## src/rtl/calc_pkg.sv

```systemverilog
// Shared key codes, ALU operator codes and sequencer state encoding for the calculator.
package calc_pkg;

   localparam logic [3:0] KEY_ADD = 4'hA;
   localparam logic [3:0] KEY_SUB = 4'hB;
   localparam logic [3:0] KEY_MUL = 4'hC;
   localparam logic [3:0] KEY_CLR = 4'hD;
   localparam logic [3:0] KEY_EQ  = 4'hE;
   localparam logic [3:0] KEY_BS  = 4'hF;

   // ALU operator codes reuse the key encoding so operator keys pass straight through.
   localparam logic [3:0] OP_ADD = KEY_ADD;
   localparam logic [3:0] OP_SUB = KEY_SUB;
   localparam logic [3:0] OP_MUL = KEY_MUL;

   typedef enum logic [1:0] {
      ENT_A = 2'd0,
      ENT_B = 2'd1,
      EXEC  = 2'd2,
      SHOW  = 2'd3
   } state_t;

   function automatic logic is_digit(input logic [3:0] k);
      return (k <= 4'd9);
   endfunction

   function automatic logic is_op(input logic [3:0] k);
      return (k == OP_ADD) || (k == OP_SUB) || (k == OP_MUL);
   endfunction

endpackage

```

## src/rtl/bcd_entry_reg.sv

```systemverilog
// Packed-BCD operand shift register with digit counter: clear > load > push > backspace.
// Exposes next-state values so the owner can register a display copy in the same edge.
module bcd_entry_reg #(
   parameter int unsigned NDIG = 4,
   parameter int unsigned CW   = $clog2(NDIG + 1)
) (
   input  logic                 clk,
   input  logic                 resetn,
   input  logic                 clr,
   input  logic                 load,
   input  logic [4*NDIG-1:0]    load_val,
   input  logic [CW-1:0]        load_cnt,
   input  logic                 push,
   input  logic [3:0]           digit,
   input  logic                 bs,
   output logic [4*NDIG-1:0]    value,
   output logic [CW-1:0]        cnt,
   output logic [4*NDIG-1:0]    nxt_value,
   output logic [CW-1:0]        nxt_cnt
);

   localparam int unsigned W = 4 * NDIG;
   localparam logic [CW-1:0] FULL = CW'(NDIG);

   logic [W-1:0]  r_val;
   logic [CW-1:0] r_cnt;
   logic [W-1:0]  w_val_nxt;
   logic [CW-1:0] w_cnt_nxt;

   always_comb begin
      w_val_nxt = r_val;
      w_cnt_nxt = r_cnt;
      if (clr) begin
         w_val_nxt = '0;
         w_cnt_nxt = '0;
      end else if (load) begin
         w_val_nxt = load_val;
         w_cnt_nxt = load_cnt;
      end else if (push) begin
         // A leading zero shifts in but does not consume a digit slot.
         if (r_cnt != FULL) begin
            w_val_nxt = {r_val[W-5:0], digit};
            if (!(r_cnt == '0 && digit == 4'h0))
               w_cnt_nxt = r_cnt + CW'(1);
         end
      end else if (bs) begin
         w_val_nxt = {4'h0, r_val[W-1:4]};
         if (r_cnt != '0)
            w_cnt_nxt = r_cnt - CW'(1);
      end
   end

   always_ff @(posedge clk or negedge resetn) begin
      if (!resetn) begin
         r_val <= '0;
         r_cnt <= '0;
      end else begin
         r_val <= w_val_nxt;
         r_cnt <= w_cnt_nxt;
      end
   end

   assign value     = r_val;
   assign cnt       = r_cnt;
   assign nxt_value = w_val_nxt;
   assign nxt_cnt   = w_cnt_nxt;

endmodule

```

## src/rtl/calc_entry_seq.sv

```systemverilog
// Keystroke sequencer: builds two BCD operands and an operator, runs the ALU, shows the result.
// Optional macro CALC_CHAIN_EN: an operator key in SHOW chains the result into a new operation.
module calc_entry_seq
   import calc_pkg::*;
#(
   parameter int unsigned NDIG    = 4,
   parameter int unsigned ALU_LAT = 2
) (
   input  logic                 clk,
   input  logic                 resetn,
   input  logic                 key_valid,
   input  logic [3:0]           key_code,
   input  logic [4*NDIG-1:0]    alu_res,
   input  logic                 alu_err,
   output logic [4*NDIG-1:0]    alu_num1,
   output logic [4*NDIG-1:0]    alu_num2,
   output logic [3:0]           alu_op,
   output logic [4*NDIG-1:0]    disp_value,
   output logic                 disp_err,
   output logic                 busy
);

   localparam int unsigned W  = 4 * NDIG;
   localparam int unsigned CW = $clog2(NDIG + 1);
   localparam logic [3:0] LAT_INIT = 4'(ALU_LAT - 1);

   state_t        r_state;
   logic [3:0]    r_op;
   logic [3:0]    r_lat;
   logic [W-1:0]  r_disp;
   logic          r_err;
   logic          r_busy;

   logic          w_dig, w_op, w_clr, w_eq, w_bs;
   logic          w_a_clr, w_a_load, w_a_push, w_a_bs;
   logic [W-1:0]  w_a_load_val;
   logic [CW-1:0] w_a_load_cnt;
   logic          w_b_clr, w_b_push, w_b_bs;
   logic [W-1:0]  w_a_val, w_a_nxt, w_b_val, w_b_nxt;
   logic [CW-1:0] w_a_cnt, w_a_cnt_nxt, w_b_cnt, w_b_cnt_nxt;
   logic          w_unused;

   assign w_dig = key_valid && is_digit(key_code);
   assign w_op  = key_valid && is_op(key_code);
   assign w_clr = key_valid && (key_code == KEY_CLR) && (r_state != EXEC);
   assign w_eq  = key_valid && (key_code == KEY_EQ);
   assign w_bs  = key_valid && (key_code == KEY_BS);

   always_comb begin
      w_a_clr      = 1'b0;
      w_a_load     = 1'b0;
      w_a_push     = 1'b0;
      w_a_bs       = 1'b0;
      w_a_load_val = '0;
      w_a_load_cnt = '0;
      w_b_clr      = 1'b0;
      w_b_push     = 1'b0;
      w_b_bs       = 1'b0;
      if (w_clr) begin
         w_a_clr = 1'b1;
         w_b_clr = 1'b1;
      end else begin
         case (r_state)
            ENT_A: begin
               w_a_push = w_dig;
               w_a_bs   = w_bs;
               w_b_clr  = w_op;
            end
            ENT_B: begin
               w_b_push = w_dig;
               w_b_bs   = w_bs;
            end
            EXEC: begin
               if (r_lat == '0) begin
                  w_a_load     = 1'b1;
                  w_a_load_val = alu_res;
               end
            end
            SHOW: begin
               w_a_load     = w_dig;
               w_a_load_val = W'(key_code);
               w_a_load_cnt = CW'(1);
`ifdef CALC_CHAIN_EN
               w_b_clr      = w_op && !r_err;
`endif
            end
            default: ;
         endcase
      end
   end

   bcd_entry_reg #(.NDIG(NDIG)) u_opa (
      .clk       (clk),
      .resetn    (resetn),
      .clr       (w_a_clr),
      .load      (w_a_load),
      .load_val  (w_a_load_val),
      .load_cnt  (w_a_load_cnt),
      .push      (w_a_push),
      .digit     (key_code),
      .bs        (w_a_bs),
      .value     (w_a_val),
      .cnt       (w_a_cnt),
      .nxt_value (w_a_nxt),
      .nxt_cnt   (w_a_cnt_nxt)
   );

   bcd_entry_reg #(.NDIG(NDIG)) u_opb (
      .clk       (clk),
      .resetn    (resetn),
      .clr       (w_b_clr),
      .load      (1'b0),
      .load_val  ('0),
      .load_cnt  ('0),
      .push      (w_b_push),
      .digit     (key_code),
      .bs        (w_b_bs),
      .value     (w_b_val),
      .cnt       (w_b_cnt),
      .nxt_value (w_b_nxt),
      .nxt_cnt   (w_b_cnt_nxt)
   );

   assign w_unused = &{1'b0, w_a_cnt, w_a_cnt_nxt};

   always_ff @(posedge clk or negedge resetn) begin
      if (!resetn) begin
         r_state <= ENT_A;
         r_op    <= '0;
         r_lat   <= '0;
         r_disp  <= '0;
         r_err   <= 1'b0;
         r_busy  <= 1'b0;
      end else if (w_clr) begin
         r_state <= ENT_A;
         r_op    <= '0;
         r_lat   <= '0;
         r_disp  <= '0;
         r_err   <= 1'b0;
         r_busy  <= 1'b0;
      end else begin
         case (r_state)
            ENT_A: begin
               if (w_dig || w_bs) begin
                  r_disp <= w_a_nxt;
               end else if (w_op) begin
                  r_op    <= key_code;
                  r_disp  <= w_a_val;
                  r_state <= ENT_B;
               end
            end
            ENT_B: begin
               // Until a B digit exists the display keeps showing A.
               if (w_dig || w_bs) begin
                  r_disp <= (w_b_cnt_nxt == '0) ? w_a_val : w_b_nxt;
               end else if (w_op) begin
                  if (w_b_cnt == '0)
                     r_op <= key_code;
               end else if (w_eq) begin
                  r_lat   <= LAT_INIT;
                  r_busy  <= 1'b1;
                  r_state <= EXEC;
               end
            end
            EXEC: begin
               if (r_lat == '0) begin
                  r_disp  <= alu_res;
                  r_err   <= alu_err;
                  r_busy  <= 1'b0;
                  r_state <= SHOW;
               end else begin
                  r_lat <= r_lat - 4'd1;
               end
            end
            SHOW: begin
               if (w_dig) begin
                  r_disp  <= W'(key_code);
                  r_err   <= 1'b0;
                  r_state <= ENT_A;
               end
`ifdef CALC_CHAIN_EN
               else if (w_op && !r_err) begin
                  r_op    <= key_code;
                  r_state <= ENT_B;
               end
`endif
            end
            default: r_state <= ENT_A;
         endcase
      end
   end

   assign alu_num1   = w_a_val;
   assign alu_num2   = w_b_val;
   assign alu_op     = r_op;
   assign disp_value = r_disp;
   assign disp_err   = r_err;
   assign busy       = r_busy;

endmodule
```

## config.mk

```make
export PLATFORM = sky130hd
export DESIGN_NAME = calc_entry_seq
export DESIGN_NICKNAME = d
export VERILOG_FILES = /design/src/rtl/calc_pkg.sv /design/src/rtl/bcd_entry_reg.sv /design/src/rtl/calc_entry_seq.sv
export SDC_FILE = /design/constraint.sdc
export NUM_CORES = 1
export LEC_CHECK = 0
export CAP_MARGIN = 20
export CORE_ASPECT_RATIO = 1.4
export CORE_UTILIZATION = 53
export DETAILED_ROUTE_END_ITERATION = 7
export PLACE_DENSITY_LB_ADDON = 0.05
export SETUP_SLACK_MARGIN = 0.02
export SLEW_MARGIN = 20
export SYNTH_ARGS = -nofsm -noshare
export SYNTH_HDL_FRONTEND = slang
export SYNTH_SLANG_ARGS = --single-unit
```

## constraint.sdc

```tcl
create_clock -name clk -period 3.8 [get_ports clk]
set_clock_uncertainty 0.2 [all_clocks]
set_input_delay 0.76 -clock clk [delete_from_list [all_inputs] [get_ports clk]]
set_output_delay 0.76 -clock clk [all_outputs]
set_load 0.005 [all_outputs]
```

==> Implementation_results.wiki <==
{| class="wikitable"
! Metric !! Value
|-
| Post-CTS setup buffers || 0
|-
| Resize count post-CTS || 0
|-
| Number of instances in the synthesized netlist || around 510
|-
| Setup TNS Final || 0 ns
|-
| Initial Util || between 50% and 60%
|-
| CP peak stage delay || between 0.7 and 0.8 ns
|-
| Maximum number of pins on one net before global-route repair || 67
|-
| Area contributors post-synth || dfrtp_1, nand2_1, nand3_1, nor2_1, o221ai_1
|-
| Area share of the largest cell type after synthesis || 38.15%
|-
| Yosys cell types || between 60 and 70
|-
| Arrival time at the worst endpoint || 3.39 ns
|-
| Internal reg-to-reg setup slack || around 0.63 ns
|-
| Synth Register Bits || between 60 and 70
|-
| Launching point of the worst reg2reg path || r_state[1]$_DFFE_PN0P_
|-
| Leakage power || ~2.2 nW
|-
| Met1 layer wirelength in the final routing || ~5700 microns
|-
| Die span in y || about 110 microns
|-
| Clock root cell || clkbuf_8
|-
| Remaining antenna violation count || 0
|-
| Most instantiated flip-flop cell in the synthesis netlist || dfrtp_1
|-
| Power density relative to cell area || roughly 900 nW/um^2
|-
| Maximum level of the CTS H-tree || 3
|-
| Synth Area in Compound Gates || slightly below 30%
|-
| Per-cell via count in the routed design || around 6.7
|-
| Commonest cells post-synth || dfrtp_1, nand2_1, nor2_1
|-
| Sum of routed wire length over all layers || approximately 15000 microns
|-
| Library cell occupying the most area in the post-synthesis netlist || dfrtp_1
|-
| Std cell rows || 38
|-
| Setup WS pre-CTS || 0.1672 ns
|-
| Drt drc || 0
|-
| # nets final || roughly 620
|-
| Synth warnings || 0
|-
| CTS Hold Bufs || 0
|-
| Detailed-routed wire length on met2 || slightly below 7000 microns
|-
| Seq/Total Area, Yosys || between 30% and 40%
|-
| Placed insts || between 600 and 700
|-
| Cell family contributing the most delay on the critical path || simple AND/OR/NAND/NOR gates
|-
| Result of the run || finished, final reports clean
|-
| Reg2reg end || disp_value[2]$_DFFE_PN0P_
|-
| Weighted congestion reported at the end of routability-driven placement || ~0.91
|-
| Relative slew slack || 40.67%
|-
| Via count of the first global-routing pass || ~4600
|-
| Syn_area_per_cell || between 8 and 9 sq um
|-
| Top Layer Used || met4
|-
| Port Buffer Count || 77
|-
| WL met3 || around 1000 microns
|-
| RSZ-0062 raised after global routing || no
|-
| Class of the tightest hold or removal check || register to register
|-
| Total global-route track usage || a little over a third
|-
| Post-synthesis share of cell area spent on xor and xnor gates || less than 1%
|-
| Pins Over Slew Limit || 0
|-
| Mux contribution to synthesized area || 0.6936%
|-
| CTS Sinks || between 60 and 70
|-
| Die Outline Area || 8539 sq um
|-
| Register clock-pin slew on the reported worst setup and hold paths || ~0.08 ns
|-
| Worst setup SP type || primary input
|-
| Sum of net half-perimeters after detailed placement || approximately 10000 microns
|-
| Crit Path Max Fanout || 12
|-
| Post-synthesis net count || 540
|-
| Number of antenna violations at the first check in global routing || 0
|-
| Upper clock frequency limit || roughly 300 MHz
|-
| Cell with the most instances after synthesis || dfrtp_1
|-
| Routed WL per cell || 21.00 microns
|-
| First-pass GRT wire length || ~23000 microns
|-
| Insertion delay of the later-clocked pin in the worst-skew pair || ~0.36 ns
|-
| Final design instance area without fill || ~5400 sq um
|-
| Overall power of the completed layout || ~5 mW
|-
| Hold path startpoint || disp_value[13]$_DFFE_PN0P_
|-
| Worst path cell trace || clkdlybuf4s50_1 > nand3_1 > nand2b_1 > a31oi_1 > nand2_1 > nor2_2 > o2111ai_1 > o221ai_1
|-
| Final worst-path cycle share || approximately 88%
|-
| Number of endpoints failing setup at the final stage || 0
|-
| Ys async rst share || between 90% and 100%
|-
| Proportion of layout cells with a drive suffix above 1 || 11.32%
|-
| Required time worst endpoint || 3.86 ns
|-
| Register-to-Register Path Depth || 9
|-
| Die span in x || about 78 microns
|-
| Post-layout min period || between 3 and 4 ns
|-
| Number of buffers inserted during clock tree synthesis || 9
|-
| Antenna cells || 0
|-
| End point of the worst hold path || disp_value[13]$_DFFE_PN0P_
|-
| Post-synthesis instance area || 4329 sq um
|-
| Iteration-0 DRC count of the detailed router || 503
|-
| EDFF count, synth || 0
|-
| Actual transition at the worst max-transition pin || 0.8899 ns
|-
| Slowest stage cell on the critical path || clkdlybuf4s50_1
|-
| Minimum setup slack in the final design || 0.4693 ns
|-
| Maximum number of buffers from clock root to sink || 2
|-
| CP Buf/Inv Count || 1
|-
| Maximum Capacitance Violations || 0
|-
| Placeable core region || roughly 7800 sq um
|-
| First-pass DRT Iterations || 5
|-
| VDD IR-drop max || roughly 490 uV
|-
| Number of hold violations in the final report || 0
|-
| Synth Area in Simple Gates || 22.98%
|-
| Post-Place Cell Area || about 5300 sq um
|-
| Post-synthesis to final-layout area growth || 25.84%
|-
| Clock tree from TritonCTS || built
|-
| Final Instance Count excl. Fillers || 692
|-
| Crit. End Element || register
|-
| Combinational family with the most area after synthesis || compound AO/OA/AOI/OAI gates
|-
| Cells on Worst Hold Path || 2
|-
| Vias post-DR || 4621
|-
| Synth Area in Adders || 2.775%
|-
| Remaining global-route overflow || 0
|-
| Number of primary I/O pins || 78
|-
| WS Path Type || primary input to register
|}
[layer usage]
metal / up-vias / global-route usage [%]
li1: 2090 / -
met1: 2216 / 43.63
met2: 262 / 58.65
met3: 53 / 5.523
met4: 0 / 25.00
met5: - / 0
[how the worst max path moves through the flow]
stage,startpoint,cells after the start,endpoint,slack (ns)
6_report,key_code[3],8,disp_value[2]$_DFFE_PN0P_,0.47
3_5_place_dp,key_code[1],8,disp_value[2]$_DFFE_PN0P_,0.17
3_3_place_gp,key_code[1],8,disp_value[4]$_DFFE_PN0P_,0.24
4_1_cts,key_code[1],8,disp_value[2]$_DFFE_PN0P_,0.52
5_1_grt,key_code[3],8,disp_value[2]$_DFFE_PN0P_,0.22
2_1_floorplan,key_code[3],9,disp_value[10]$_DFFE_PN0P_,0.96
[layout by cell type, fill, tap and decap left out, types with 10 or more instances in the layout]
master | Yosys | layout
nand3_1 | 36 | 36
o221ai_1 | 18 | 18
nor3_1 | 25 | 25
a22oi_1 | 14 | 14
nand2_1 | 52 | 52
inv_1 | 13 | 13
o21ai_0 | 24 | 24
o22ai_1 | 13 | 13
buf_4 | 2 | 30
clkdlybuf4s50_1 | 0 | 76
a21oi_1 | 26 | 26
dfrtp_1 | 66 | 66
clkbuf_8 | 0 | 10
nor2_1 | 48 | 48
o211ai_1 | 18 | 18
[worst min-delay path, cell delays in order (launching register included)]
cell and delay, ns:
dfrtp_1 0.35, nand2_1 0.05, o221ai_1 0.05
[registers in the layout (all words and copies together) (netlist names)]
register,cells
u_opa.value,16
r_lat,4
busy,1
u_opa.cnt,3
disp_err,1
disp_value,16
u_opb.value,16
alu_op,4
r_state,2
u_opb.cnt,3
[per-stage QoR]
stage / utilization [%] / hold slack [ns]
final: 69.44 / 0.2924
after global placement: 67.08 / 0.2617
after floorplan: - / 0.2644
after global routing: 69.44 / 0.3148
after detailed placement: 67.08 / 0.2739
after CTS: 69.44 / 0.2926
[power breakdown]
part,leakage [nW],internal [mW],switching (mW)
combinational,1.27,1.36,1.61
sequential,0.823,1.04,0.399
clock,0.0962,0.316,0.284
total,2.19,2.72,2.30
[cell families (layout without fill, tap and decap cells)]
logic type / count (synthesis) / in the layout
compound gates: 171 / 171
simple gates: 206 / 206
buf+inv: 50 / 135
mux: 3 / 3
fa+ha+maj: 9 / 9
xor+xnor: 2 / 2
flops: 66 / 66
[cell type report]
type                    count  area [sq um]
clock inverters             3         40.04
fillers                   669          2397
repair buffers            107         991.0
clock buffers              12         145.1
flip-flops and latches     66          1652
multi-input cells         391          2446
well taps                 100         125.1
inverters                  13         48.80
Note: power is estimated with default switching activity, not from simulation.
